==> src/rtl/fifo_flags_pkg.sv <==
// Shared definitions for the fifo_flags FIFO: read-mode encodings and the sticky error record.
package fifo_flags_pkg;

    // Read-mode selectors for the FWFT parameter.
    localparam int unsigned FIFO_MODE_STD  = 0;
    localparam int unsigned FIFO_MODE_FWFT = 1;

    // Sticky error flags, held until err_clr or reset.
    typedef struct packed {
        logic overflow;
        logic underflow;
    } fifo_err_t;

    // True when a mode value is one of the supported encodings.
    function automatic logic fifo_mode_valid(input int unsigned mode);
        return (mode == FIFO_MODE_STD) || (mode == FIFO_MODE_FWFT);
    endfunction

endpackage

==> src/rtl/fifo_flags_dpram.sv <==
// Simple dual-port storage: synchronous write, address-driven (combinational) read so the
// fall-through mode sees the head word without an extra cycle.
module fifo_dpram #(
    parameter int unsigned DATA_W = 8,
    parameter int unsigned DEPTH  = 32,
    parameter int unsigned ADDR_W = 5
) (
    input  logic              clk,
    input  logic              wr_en,
    input  logic [ADDR_W-1:0] wr_addr,
    input  logic [DATA_W-1:0] wr_data,
    input  logic [ADDR_W-1:0] rd_addr,
    output logic [DATA_W-1:0] rd_data
);

    logic [DATA_W-1:0] mem_q [DEPTH];

    // Storage write; contents are intentionally not reset.
    always_ff @(posedge clk) begin
        if (wr_en) begin
            mem_q[wr_addr] <= wr_data;
        end
    end

    assign rd_data = mem_q[rd_addr];

endmodule

==> src/rtl/fifo_flags.sv <==
// Synchronous FIFO with standard or fall-through read, almost-full/empty thresholds, flush and
// sticky overflow/underflow flags. Depth need not be a power of two.
module fifo_flags
    import fifo_flags_pkg::*;
#(
    parameter int unsigned ADDR_W    = 5,
    parameter int unsigned DATA_W    = 8,
    parameter int unsigned DEPTH     = 32,
    parameter int unsigned FWFT      = FIFO_MODE_STD,
    parameter int unsigned AF_THRESH = 28,
    parameter int unsigned AE_THRESH = 4
) (
    input  logic              clk,
    input  logic              rst,
    input  logic              flush,
    input  logic              err_clr,
    input  logic              we,
    input  logic              re,
    input  logic [DATA_W-1:0] datai,
    output logic [DATA_W-1:0] datao,
    output logic              full,
    output logic              avail,
    output logic              empty,
    output logic              almost_full,
    output logic              almost_empty,
    output logic              overflow,
    output logic              underflow,
    output logic [ADDR_W:0]   used
);

    typedef logic [ADDR_W-1:0] ptr_t;
    typedef logic [ADDR_W:0]   cnt_t;

    // Elaboration-time parameter sanity checks.
    if (DEPTH < 2 || DEPTH > (2 ** ADDR_W)) begin : g_chk_depth
        $error("fifo_flags: DEPTH must be in 2..2**ADDR_W");
    end
    if (AF_THRESH < 1 || AF_THRESH > DEPTH) begin : g_chk_af
        $error("fifo_flags: AF_THRESH must be in 1..DEPTH");
    end
    if (AE_THRESH > DEPTH - 1) begin : g_chk_ae
        $error("fifo_flags: AE_THRESH must be in 0..DEPTH-1");
    end
    if (!fifo_mode_valid(FWFT)) begin : g_chk_mode
        $error("fifo_flags: FWFT must be FIFO_MODE_STD or FIFO_MODE_FWFT");
    end

    // Wrap by explicit compare so non-power-of-two depths work.
    function automatic ptr_t ptr_inc(input ptr_t p);
        return (p == ptr_t'(DEPTH - 1)) ? '0 : p + ptr_t'(1);
    endfunction

    ptr_t              wr_ptr_q, wr_ptr_d;
    ptr_t              rd_ptr_q, rd_ptr_d;
    cnt_t              used_q, used_d;
    logic              empty_q, empty_d;
    logic              full_q, full_d;
    logic              af_q, af_d;
    logic              ae_q, ae_d;
    fifo_err_t         err_q, err_d;
    logic [DATA_W-1:0] datao_q, datao_d;
    logic [DATA_W-1:0] ram_rdata;
    logic              rd_ok, wr_ok;

    // A read frees a slot in the same cycle, so a full FIFO can still accept a write alongside it.
    assign rd_ok = re & ~empty_q;
    assign wr_ok = we & (~full_q | rd_ok);

    fifo_dpram #(
        .DATA_W (DATA_W),
        .DEPTH  (DEPTH),
        .ADDR_W (ADDR_W)
    ) u_ram (
        .clk     (clk),
        .wr_en   (wr_ok & ~flush & ~rst),
        .wr_addr (wr_ptr_q),
        .wr_data (datai),
        .rd_addr (rd_ptr_q),
        .rd_data (ram_rdata)
    );

    // Next-state for pointers, occupancy, status flags, sticky errors and the read register.
    always_comb begin
        wr_ptr_d = wr_ptr_q;
        rd_ptr_d = rd_ptr_q;
        used_d   = used_q;
        datao_d  = datao_q;

        err_d.overflow  = err_q.overflow & ~err_clr;
        err_d.underflow = err_q.underflow & ~err_clr;

        if (flush) begin
            // Flush empties the FIFO but keeps the last read word and any sticky errors.
            wr_ptr_d = '0;
            rd_ptr_d = '0;
            used_d   = '0;
        end else begin
            if (wr_ok) begin
                wr_ptr_d = ptr_inc(wr_ptr_q);
            end
            if (rd_ok) begin
                rd_ptr_d = ptr_inc(rd_ptr_q);
                datao_d  = ram_rdata;
            end
            case ({wr_ok, rd_ok})
                2'b10:   used_d = used_q + cnt_t'(1);
                2'b01:   used_d = used_q - cnt_t'(1);
                default: used_d = used_q;
            endcase
            // A new error wins over err_clr in the same cycle.
            if (we && !wr_ok) begin
                err_d.overflow = 1'b1;
            end
            if (re && !rd_ok) begin
                err_d.underflow = 1'b1;
            end
        end

        empty_d = (used_d == '0);
        full_d  = (used_d == cnt_t'(DEPTH));
        af_d    = (used_d >= cnt_t'(AF_THRESH));
        ae_d    = (used_d <= cnt_t'(AE_THRESH));
    end

    // State register with synchronous active-high reset.
    always_ff @(posedge clk) begin
        if (rst) begin
            wr_ptr_q <= '0;
            rd_ptr_q <= '0;
            used_q   <= '0;
            empty_q  <= 1'b1;
            full_q   <= 1'b0;
            af_q     <= 1'b0;
            ae_q     <= 1'b1;
            err_q    <= '0;
            datao_q  <= '0;
        end else begin
            wr_ptr_q <= wr_ptr_d;
            rd_ptr_q <= rd_ptr_d;
            used_q   <= used_d;
            empty_q  <= empty_d;
            full_q   <= full_d;
            af_q     <= af_d;
            ae_q     <= ae_d;
            err_q    <= err_d;
            datao_q  <= datao_d;
        end
    end

    // Fall-through mode shows the head word directly; zero when nothing is stored.
    assign datao = (FWFT == FIFO_MODE_FWFT) ? (empty_q ? '0 : ram_rdata) : datao_q;

    assign used         = used_q;
    assign empty        = empty_q;
    assign avail        = ~empty_q;
    assign full         = full_q;
    assign almost_full  = af_q;
    assign almost_empty = ae_q;
    assign overflow     = err_q.overflow;
    assign underflow    = err_q.underflow;

endmodule

==> config.mk <==
export PLATFORM = sky130hd
export DESIGN_NAME = fifo_flags
export DESIGN_NICKNAME = d
export VERILOG_FILES = /design/src/rtl/fifo_flags_pkg.sv /design/src/rtl/fifo_flags_dpram.sv /design/src/rtl/fifo_flags.sv
export SDC_FILE = /design/constraint.sdc
export NUM_CORES = 1
export LEC_CHECK = 0
export ABC_AREA = 1
export ABC_CLOCK_PERIOD_IN_PS = 5700
export BUFFER_PORTS_ARGS = -buffer_cell sky130_fd_sc_hd__buf_2
export CORE_MARGIN = 2
export CORE_UTILIZATION = 58
export CTS_CLUSTER_SIZE = 14
export DETAILED_ROUTE_END_ITERATION = 10
export GPL_ROUTABILITY_DRIVEN = 0
export GPL_TIMING_DRIVEN = 0
export PLACE_DENSITY = 0.79
export SLEW_MARGIN = 5
export SYNTH_ARGS = -nofsm -noshare
export SYNTH_HDL_FRONTEND = slang
export SYNTH_SLANG_ARGS = --single-unit
==> constraint.sdc <==
create_clock -name clk -period 5.7 [get_ports clk]
set_input_delay 0.285 -clock clk [delete_from_list [all_inputs] [get_ports clk]]
set_output_delay 0.285 -clock clk [all_outputs]
set_load 0.03 [all_outputs]
# Word-level counts from Yosys, hierarchy flattened
# Memory sizes are Yosys's and may differ from the RTL's. A register that Yosys moved wholly into a read port is not among the register bits.
# Cells that the tools add are included.
word_totals:
  elab_cells: 49
  inputBits: 14
  mem_count: 1
  out_inout_bits: 21
  register_bits: 22
  ram_bits: 256
classes:
  n_bitwise: 12
  reduce_logical: 7
  eq_ne: 5
  n_mux: 9
  magnitude_cmp: 2
  add_sub_neg: 4
mem_list:
  columns: ["memory", "depth", "word_bits", "rd", "rd_ports_with_merged_regs", "write_ports", "line_no", "source"]
  rows:
  - ["u_ram.mem_q", 32, 8, 1, 1, 1, "fifo_flags_dpram.sv:16", "logic [DATA_W-1:0] mem_q [DEPTH];"]
ops:
  columns: ["op", "count"]
  rows:
  - ["$pmux W6 S2", 1]
  - ["$add A5 B1 Y5 const B", 2]
  - ["$eq A5 B5 Y1 const B", 2]
  - ["$mux W5", 2]
  - ["$add A6 B1 Y6 const B", 1]
  - ["$and A1 B1 Y1", 6]
  - ["$eq A6 B6 Y1 const B", 1]
  - ["$ge A6 B5 Y1 const B", 1]
  - ["$le A6 B3 Y1 const B", 1]
  - ["$logic_not A6 Y1", 1]
  - ["$mux W6", 1]
  - ["$sub A6 B1 Y6 const B", 1]
  - ["$not A1 Y1", 5]
  - ["$mux W1", 4]
  - ["$eq A2 B1 Y1 const B", 1]
  - ["$eq A2 B2 Y1 const B", 1]
  - ["$logic_and A1 B1 Y1", 2]
  - ["$logic_not A1 Y1", 2]
  - ["$mux W2", 1]
  - ["$reduce_and A2 Y1", 1]
  - ["$reduce_or A2 Y1", 1]
  - ["$or A1 B1 Y1", 1]

# Logic depth before layout (Yosys ltp)
logic_depth:
  ltp_word: 8
  mapped_depth: 21

# Cells and area by module
# From an unflattened synthesis, not the netlist that was laid out.
hier_totals:
  hier_cells: 1147
  hier_area_um2: 12235.5
modules_own_cells:
  columns: ["mod", "cells_per_inst", "area_per_inst_um2", "seq_area_each_um2", "instances"]
  rows:
  - ["fifo_dpram", 914, 10626.4, 7687.4, 1]
  - ["fifo_flags", 233, 1609.0, 600.6, 1]

# Worst setup path before layout
# OpenSTA, ideal clock, no wires.
synth_path:
  path_kind: "reg-to-reg"
  from: "register empty_q, in the netlist empty"
  to: "register empty_q, in the netlist empty"
  setup_time_ns: 0.062
  path_slack_ns: 3.107
  required_ns: 5.638
  stages_incl_launch_ff: 16
  path_buffers: 1
  period_less_slack_ns: 2.593
  arrival_time_ns: 2.531
  cell_sequence: "dfxtp_1 -> inv_1 -> nand2_2 -> nand2_1 -> nand2_2 -> ha_1 -> buf_6 -> nand2_1 -> inv_1 -> nor2_2 -> ha_1 -> o21ai_0 -> nand3_1 -> a21oi_1 -> nand3_1 -> nand2_1"
synth_between:
  elab_chain_len: 8
  elab_cells_between_ends: 9
  classes_between: "eq/ne: 2; mux: 2; bitwise: 4; reduce/logical: 1"
synth_rtl:
  columns: ["item", "line_no", "source"]
  rows:
  - ["start, declared", "fifo_flags.sv:56", "logic empty_q, empty_d;"]
  - ["start signal, assigned", "fifo_flags.sv:141", "empty_q <= empty_d;"]
  - ["$not A1 Y1 (*)", null, null]
  - ["via avail", "fifo_flags.sv:22", "output logic avail,"]
  - ["$and A1 B1 Y1 (*)", "fifo_flags.sv:66", "assign rd_ok = re & ~empty_q;"]
  - ["$or A1 B1 Y1", "fifo_flags.sv:67", "assign wr_ok = we & (~full_q | rd_ok);"]
  - ["$and A1 B1 Y1", "fifo_flags.sv:67", null]
  - ["$eq A2 B1 Y1 / $eq A2 B2 Y1 (equally long branches)", "fifo_flags.sv:105", "case ({wr_ok, rd_ok})"]
  - ["$pmux W6 S2 (*)", "fifo_flags.sv:105", null]
  - ["$mux W6 (*)", "fifo_flags.sv:92", "if (flush) begin"]
  - ["$logic_not A6 Y1 (*)", "fifo_flags.sv:119", "empty_d = (used_d == '0);"]
# The timed path passes the listed nets; every way through them passes the cells marked *.
# A chain may end at the register's enable or synchronous reset.

# Worst setup path in the final report
layout_path:
  from: "input rst"
  to: "memory u_ram.mem_q[9][0], enable pin"
layout_between:
  elab_chain_len: 4
layout_rtl:
  columns: ["item", "line_no", "source"]
  rows:
  - ["start, declared", "fifo_flags.sv:14", "input logic rst,"]
  - ["$not A1 Y1", "fifo_flags.sv:75", ".wr_en (wr_ok & ~flush & ~rst),"]
  - ["$and A1 B1 Y1", "fifo_flags.sv:75", null]
  - ["$mux W1", "fifo_flags_dpram.sv:20", "if (wr_en) begin"]
  - ["$mux W1 (not written as such)", "fifo_flags_dpram.sv:21", "mem_q[wr_addr] <= wr_data;"]
  - ["end, declared", "fifo_flags_dpram.sv:16", null]
# No other way between the ends.

==> impl_metrics.toml <==
[logic_synthesis]
yosys-top-cells-count = "nand2_1, edfxtp_1, nor2_1, nand3_1, o21ai_0"
yosysSeqAreaShare_pct = 69.48
synthAdderAreaFrac_pct = 1.049
synthArstFlopShare_pct = 0
synth_edf_count = 256
synth_top_family_by_area = "simple AND/OR/NAND/NOR gates"
synth_cells = 1079
synth_nets = 1103
synth_top_area_cell = "edfxtp_1"
synth-main-ff-cell = "edfxtp_1"
synth.top_cell.area_share_pct = 64.45
ys_seq_elements = 286
synthXorXnorAreaFrac_pct = 0.2937
synth_warnings = 0
synthMuxAreaShare_pct = 0
ys_top_cells_by_area = "edfxtp_1, nand2_1, dfxtp_1, nand3_1, nor2_1"
synth_cell_type_count = 27
syn-mean-instance-area_sq_um = 11.05
synthMostInstantiatedCell = "nand2_1"
yosys.area_share.simple_pct = 17.94
synth_compound_area_share_pct = 7.154
syn_area_sq_mm = 0.01193

[die]
top_level_ports = 35
die_h_um = 147.4
die_w_um = 147.4
dieArea_sq_mm = 0.02173
core_area_sq_mm = 0.02023
row_count = 52
start_util_pct = 58.95

[placed_design]
dp_hpwl_um = 19240
post-place-cells = 1382
portBuffers = 33
dp_slack_ns = 3.063

[flow_run]
drv_cap = 0

[cells_and_area]
final_core_util_pct = 66.44
drive_gt1_share_pct = 10.45
nets = 1170
antennaDiodeCount = 0
nFillCells = 1477
instances_no_fill = 1438
syn2layout_area_growth_pct = 12.70

[clock_tree]
clkLatencyLatePin_ns = 0.55
root_buffer = "clkbuf_16"
numCtsBuffers = 29
postCtsSetupBuffers = 0
cts_tree = "done"
htreeDepth = 1
cts_resized = 0
cts.sinks = 286
cts_hold_buf = 3
clockBufferDepth = 3
clkTransAtPathRegs_ns = 0.06

[global_route]
grt_max_degree = 33
grt_pass1_wl_um = 44690
overflow = 0
grt_pass1_vias = 8119
track_usage_pct = 27.27
antenna_found_initial = 0

[power_and_ir_drop]
power.share.clock_pct = 42.5
pwr-share-comb_pct = 7.1
power_density_mw_per_mm2 = 341.1
vdd_drop_max_mv = 0.2358
p_sw_mw = 1.020
p_int_mw = 3.565
swShare_pct = 22.25
p_leak_nw = 5.009
pwr-share-seq_pct = 50.4

[worst_setup_path]
slowest_delay_ns = 0.82
crit_path_end_kind = "flop"
required_ns = 5.86
crit_fanout = 10
crit_top_cell = "nor2_1"
crit_chain = "dlygate4sd3_1, buf_2, nor2_2, inv_1, nor2_1, nand2_1, nor2_1"
rrSetupSlack_ns = 3.06
worstSetupPathType = "in2reg"
crit_path_start_kind = "input port"
arrival_ns = 2.89
cp_slowest_cell = "nor2_1"

[timing]
period_minus_slack_ns = 2.733
grt_setup_unrepaired = "no"
skew_ns = 0.02394
worst_slew_pin_slew_ns = 0.9199
worst_slack_ns = 2.967
maxSlewHeadroom_pct = 38.45
hold_ws_ns = 0.05131
period_share_pct = 47.95
drv_slew = 0
fmax_ghz = 0.3659
hold_viol_final = 0
final.setup.tns_ns = 0
finalSetupViolCount = 0

[drt]
drt_pass1_iterations = 5
drcViolationCount = 0
viasPerCell = 5.962
vias = 8574
totalWireLength_um = 29880
drt_iter0_drc = 1003
routedWlPerCell_um = 20.78
postRouteAntennaNets = 0

[status]
outcome = "finished, final reports clean"

[worst_hold_path]
hold_class = "in2reg"
critical path: cells and delay by family:
| kind | cells | cell delay [ns] |
|---|---|---|
| simple gates | 4 | 1.76 |
| buf+inv | 3 | 0.82 |
power by group through the flow:
stage | Sequential [mW] | Clock (mW) | Combinational (mW)
CTS | 2.31 | 1.95 | 0.317
global placement | 2.35 | 0 | 0.304
global route | 2.31 | 2.04 | 0.348
finish | 2.31 | 1.95 | 0.324
detailed placement | 2.36 | 0 | 0.311
floorplan | 2.38 | 0 | 0.167
kinds of logic after synthesis:
logic type,Yosys count
AOI/OAI and AO/OA,152
xor gates and xnor gates,4
adders and majority gates,10
buffers and inverters,102
DFF,286
and+or+nand+nor,525
flip-flops by register name, indices dropped and copies added (netlist names):
| signal | flops |
|---|---|
| underflow | 1 |
| used | 6 |
| almost_empty | 1 |
| full | 1 |
| empty | 1 |
| datao | 8 |
| u_ram.mem_q | 256 |
| overflow | 1 |
| wr_ptr_q | 5 |
| almost_full | 1 |
| rd_ptr_q | 5 |
worst paths after layout:
check | start | to | cells past startpoint
hold / removal | err_clr | overflow | 4
hold reg to reg | overflow | overflow | 2
setup reg to reg | empty | full | 15
setup / recovery | rst | u_ram.mem_q[9][0] | 7
layer usage:
| layer | global-route usage, % | wire length [um] | vias to the layer above |
|---|---|---|---|
| li1 | - | - | 3890 |
| met1 | 36.30 | 11600 | 4058 |
| met2 | 44.86 | 14270 | 548 |
| met3 | 5.525 | 3026 | 78 |
| met4 | 10.58 | 984 | 0 |
| met5 | 0 | 0 | - |
cell usage in the layout (no fill, tap or decap):
cell type and count:
clkbuf_2 1, clkbuf_1 19, ha_1 10, xor2_1 4, nor2_1 118, inv_1 42
dlygate4sd3_1 3, a21boi_1 8, bufinv_16 4, clkbuf_8 5, o22ai_1 24, o21ai_0 45
buf_4 11, inv_2 3, o21a_1 9, clkbuf_16 29, nand3_1 116, buf_2 58
buf_6 4, nand2_1 277, nor3_1 9, o21ai_1 22, dfxtp_1 30, clkinv_1 6
nand4_1 1, a21oi_1 36, nand2_2 2, nor2_2 2, edfxtp_1 256, o211ai_1 8
inv_6 2, buf_1 3, clkinv_2 1
per-stage QoR:
step / power (mW) / instance area, sq um
after global placement: 2.659 / 12430
after global routing: 4.705 / 13440
after floorplan: 2.546 / 11930
after CTS: 4.583 / 13440
after detailed placement: 2.667 / 12430
final: 4.585 / 13440
layout make-up:
type                            count  area [sq um]  share of cell area [%]
Tap cell                          270         337.8                   2.513
Clock buffer                       42         824.5                   6.134
Clock inverter                     11         157.7                   1.173
Timing Repair Buffer               36         195.2                   1.452
Sequential cell                   286          8288                   61.65
Inverter                           47         176.4                   1.312
Buffer                             55         310.3                   2.308
Multi-Input combinational cell    691          3153                   23.45
Note: power is estimated with default switching activity, not from simulation.
